File: src/rtl/rr_arb_2to1.sv
// Two-input round-robin stream arbiter with packet-locked grants and one
// registered output stage; sel is the registered grant driving the 2:1 mux.
module rr_arb_2to1 #(
  parameter int DATA_W    = 8,
  parameter bit LOCK_LAST = 1'b1
) (
  input  logic              clk,
  input  logic              rst_n,
  input  logic              a_valid,
  input  logic [DATA_W-1:0] a_data,
  input  logic              a_last,
  output logic              a_ready,
  input  logic              b_valid,
  input  logic [DATA_W-1:0] b_data,
  input  logic              b_last,
  output logic              b_ready,
  output logic              y_valid,
  output logic [DATA_W-1:0] y_data,
  output logic              y_last,
  input  logic              y_ready,
  output logic              sel,
  output logic              busy
);

  localparam logic [1:0] IDLE    = 2'd0;
  localparam logic [1:0] GRANT_A = 2'd1;
  localparam logic [1:0] GRANT_B = 2'd2;

  logic [1:0] state;
  logic [1:0] state_nxt;
  logic       prio;
  logic       prio_nxt;
  logic       load;
  logic       a_acc;
  logic       b_acc;

  // The output register can take a beat when empty or emptying this cycle.
  assign load    = !y_valid || y_ready;
  assign a_ready = (state == GRANT_A) && load;
  assign b_ready = (state == GRANT_B) && load;
  assign busy    = (state != IDLE);
  assign a_acc   = a_valid && a_ready;
  assign b_acc   = b_valid && b_ready;

  always_comb begin
    state_nxt = state;
    prio_nxt  = prio;
    case (state)
      IDLE: begin
        if (a_valid && b_valid) state_nxt = prio ? GRANT_B : GRANT_A;
        else if (a_valid)       state_nxt = GRANT_A;
        else if (b_valid)       state_nxt = GRANT_B;
      end
      GRANT_A: begin
        if (a_acc && (a_last || !LOCK_LAST)) begin
          prio_nxt = 1'b1;
          if (b_valid)      state_nxt = GRANT_B;
          else if (a_valid) state_nxt = GRANT_A;
          else              state_nxt = IDLE;
        end
      end
      GRANT_B: begin
        if (b_acc && (b_last || !LOCK_LAST)) begin
          prio_nxt = 1'b0;
          if (a_valid)      state_nxt = GRANT_A;
          else if (b_valid) state_nxt = GRANT_B;
          else              state_nxt = IDLE;
        end
      end
      default: state_nxt = IDLE;
    endcase
  end

  // sel follows the grant but keeps its last value while idle.
  always_ff @(posedge clk or negedge rst_n) begin
    if (!rst_n) begin
      state <= IDLE;
      prio  <= 1'b0;
      sel   <= 1'b0;
    end else begin
      state <= state_nxt;
      prio  <= prio_nxt;
      if (state_nxt == GRANT_A)      sel <= 1'b0;
      else if (state_nxt == GRANT_B) sel <= 1'b1;
    end
  end

  always_ff @(posedge clk or negedge rst_n) begin
    if (!rst_n) begin
      y_valid <= 1'b0;
      y_data  <= '0;
      y_last  <= 1'b0;
    end else if (a_acc) begin
      y_valid <= 1'b1;
      y_data  <= a_data;
      y_last  <= a_last;
    end else if (b_acc) begin
      y_valid <= 1'b1;
      y_data  <= b_data;
      y_last  <= b_last;
    end else if (y_ready) begin
      y_valid <= 1'b0;
    end
  end

endmodule

File: config.mk
export PLATFORM = sky130hd
export DESIGN_NAME = rr_arb_2to1
export DESIGN_NICKNAME = d
export VERILOG_FILES = /design/src/rtl/rr_arb_2to1.sv
export SDC_FILE = /design/constraint.sdc
export NUM_CORES = 1
export LEC_CHECK = 0
export ABC_CLOCK_PERIOD_IN_PS = 6100
export CAP_MARGIN = 20
export CORE_MARGIN = 2
export CORE_UTILIZATION = 25
export CTS_CLUSTER_DIAMETER = 150
export DETAILED_ROUTE_END_ITERATION = 12
export GPL_ROUTABILITY_DRIVEN = 0
export PLACE_DENSITY_LB_ADDON = 0.05
export SYNTH_ARGS = -nofsm -noshare
export SYNTH_HDL_FRONTEND = slang
export SYNTH_SLANG_ARGS = --single-unit
File: constraint.sdc
create_clock -name clk -period 6.1 [get_ports clk]
set_input_delay 0.61 -clock clk [delete_from_list [all_inputs] [get_ports clk]]
set_output_delay 0.61 -clock clk [all_outputs]
set_load 0.01 [all_outputs]
==> key figures <==
Worst hold path
  • Min-Delay Path Class: reg2reg

Clock network
  • CTS sink count: 14
  • TritonCTS clock tree: done
  • Post_cts resized: 0
  • CTS buffer count: 3
  • Maximum clock path buffer count: 2
  • Buffer count from post-CTS setup fixing: 0
  • Root Buffer: clkbuf_4
  • Worst skew pair latency: 280 ps
  • Htree depth: 1
  • CTS clk-pin slew, worst paths: 80 ps
  • Cts hold-fix bufs: 0

Global routing
  • GRT Overall Usage: 0.125
  • Global-route wire length before repair: 3460 um
  • Grt total ovfl: 0
  • Initial antenna violation count: 0
  • Pin count of the biggest net entering global routing: 20
  • Vias in the first global route: 757

Power
  • Static leakage: 0.545 nW
  • Sw Ratio: 0.380
  • Peak VDD IR: 0.230 mV
  • Clock network power share: 0.102
  • Net Switching: 202 uW
  • Comb power frac: 0.577
  • Cell-internal power: 329 uW
  • Reg power frac: 0.320
  • Pwr Density: 424 nW/um2

Drt
  • Iter 0 DRT Violations: 32
  • Post-DRT Antenna Nets: 0
  • Vias per cell: 4.61
  • DRC Markers: 0
  • Via count: 766
  • Met2 WL: 990 um
  • Met3 WL: 140 um
  • Max layer used: met4
  • Wire length on met1: 966 um
  • Initial DRT Pass Iterations: 4
  • Final wirelength: 2130 um
  • Wirelength per Cell: 12.8 um

Synthesis
  • Sequential element share of the synthesized area: 0.419
  • Top cells by area, synth: dfrtp_1 (42%), mux2i_1 (11%), ha_1 (7.5%)
  • Post-Syn Area per Cell: 9.72 um2
  • Most common cell in the netlist: dfrtp_1
  • Library cell with the largest summed area after synthesis: dfrtp_1
  • Commonest register cell after synthesis: dfrtp_1
  • Net count after synthesis: 114
  • Async S/R FF share, synth: 1.00
  • Post-synth EDFFs: 0
  • Post-synth top cells: dfrtp_1 (14), nand2_1 (12), o21ai_0 (11)
  • Cell variety after synth: 29
  • Seq cells post-synth: 14
  • Cell area after synthesis: 836 um2
  • Synth top area share: 0.419
  • Synth Instances: 86
  • Yosys Warn Count: 0

Layout
  • Final net count: 152
  • Area grow syn2layout: 49.9%
  • Layout cells sized above 1: 0.0656
  • Final core utilization: 0.400
  • Diodes inserted: 0
  • Multi-input logic area: 449 um2
  • Design area: 1250 um2
  • Fill cells: 321
  • Register area: 350 um2

STA
  • Setup violations, final: 0
  • Final Hold Viols: 0
  • Clk_skew: 2.84 ps
  • Post-layout min period: 2550 ps
  • Slew @ Worst Pin: 634 ps
  • Tcrit/Tclk final: 0.418
  • Max Freq: 393 MHz
  • RSZ-0062 raised after global routing: no
  • Slew Limit Fails: 0
  • Worst slew margin: 0.576
  • Hold_ws: 493 ps
  • Setup TNS: 0 ps

Place
  • I/O Buffers: 36
  • Hpwl dp: 1630 um
  • DP Area: 1230 um2

Setup path
  • WP data arrival: 1940 ps
  • Req. time, crit path: 5490 ps
  • Critical Path End Type: primary output
  • Crit path kind: in2out
  • Startpoint Class: input port
  • Crit Path Max Fanout: 4

Die
  • Starting Density: 0.267
  • Floorplan row count: 20
  • Std-Cell Core Area: 3130 um2
  • Chip height: 61.8 um
  • Die ar.: 3820 um2
  • I/O pins: 37
  • Horiz. Die Dim: 61.8 um

Run status
  • Outcome: finished, final reports clean

Flow run
  • Max-cap violations: 0
[power by group through the flow]
stage / Clock (mW) / Combinational (mW) / Sequential (mW)
2_1_floorplan: 0 / 0.155 / 0.187
3_3_place_gp: 0 / 0.307 / 0.173
3_5_place_dp: 0 / 0.309 / 0.173
4_1_cts: 0.0566 / 0.310 / 0.171
5_1_grt: 0.0605 / 0.340 / 0.178
6_report: 0.0544 / 0.306 / 0.170
[stage by stage]
stage	worst slack (ps)	cells	power [mW]
3_3_place_gp	3320	163	0.480
5_1_grt	3470	166	0.579
3_5_place_dp	3310	163	0.482
6_report	3550	166	0.531
2_1_floorplan	4150	86	0.341
4_1_cts	3540	166	0.538
[cell type report]
cell class | instances | area share
Clock buffer | 3 | 0.0180
Inverter | 4 | 0.0120
Multi-Input combinational cell | 65 | 0.359
Sequential cell | 14 | 0.280
Tap cell | 44 | 0.0440
Timing Repair Buffer | 36 | 0.288
[layout by cell type (no fill, tap or decap), types with 2 or more instances in the layout]
cell             synthesis  layout
mux2i_1                  9       9
clkbuf_4                 0       3
nand2_1                 12      12
nand4_1                  2       2
dfrtp_1                 14      14
nor2_1                   3       3
nand3_1                  4       4
inv_1                    4       4
o21ai_0                 11      11
a31oi_1                  2       2
ha_1                     5       5
clkdlybuf4s50_1          0      36
[registers in the layout, indices dropped and copies added, names as in the netlist]
register	flops
prio	1
state	2
y_last	1
sel	1
y_data	8
y_valid	1
[worst max-delay path, stage by stage]
cell and delay [ps]:
clkdlybuf4s50_1 470, and2b_1 210, nor2_1 100, clkdlybuf4s50_1 550
[path summary, 6_finish.rpt]
kind	from	endpoint	slack (ps)	depth (start not counted)
min in group asynchronous	rst_n	y_data[0]$_DFFE_PN0P_	710	1
hold / removal	sel$_DFFE_PN0P_	sel$_DFFE_PN0P_	490	2
setup reg to reg	state[0]$_DFF_PN0_	sel$_DFFE_PN0P_	3740	8
hold reg to reg	sel$_DFFE_PN0P_	sel$_DFFE_PN0P_	490	2
max in group asynchronous	rst_n	state[0]$_DFF_PN0_	4980	1
setup / recovery	y_ready	a_ready	3550	4
[kinds of logic after synthesis]
kind of cell    after synthesis  share of synthesized area
simple gates                 30                      0.190
compound gates               21                      0.165
flops                        14                      0.419
mux                           9                      0.108
buf+inv                       7                     0.0434
fa+ha+maj                     5                     0.0749
[per-layer routing]
layer,track usage,vias to the layer above
li1,-,384
met1,0.156,354
met2,0.203,24
met3,0.0311,4
met4,0.0547,0
met5,0,-
Note: power is estimated with default switching activity, not from simulation.
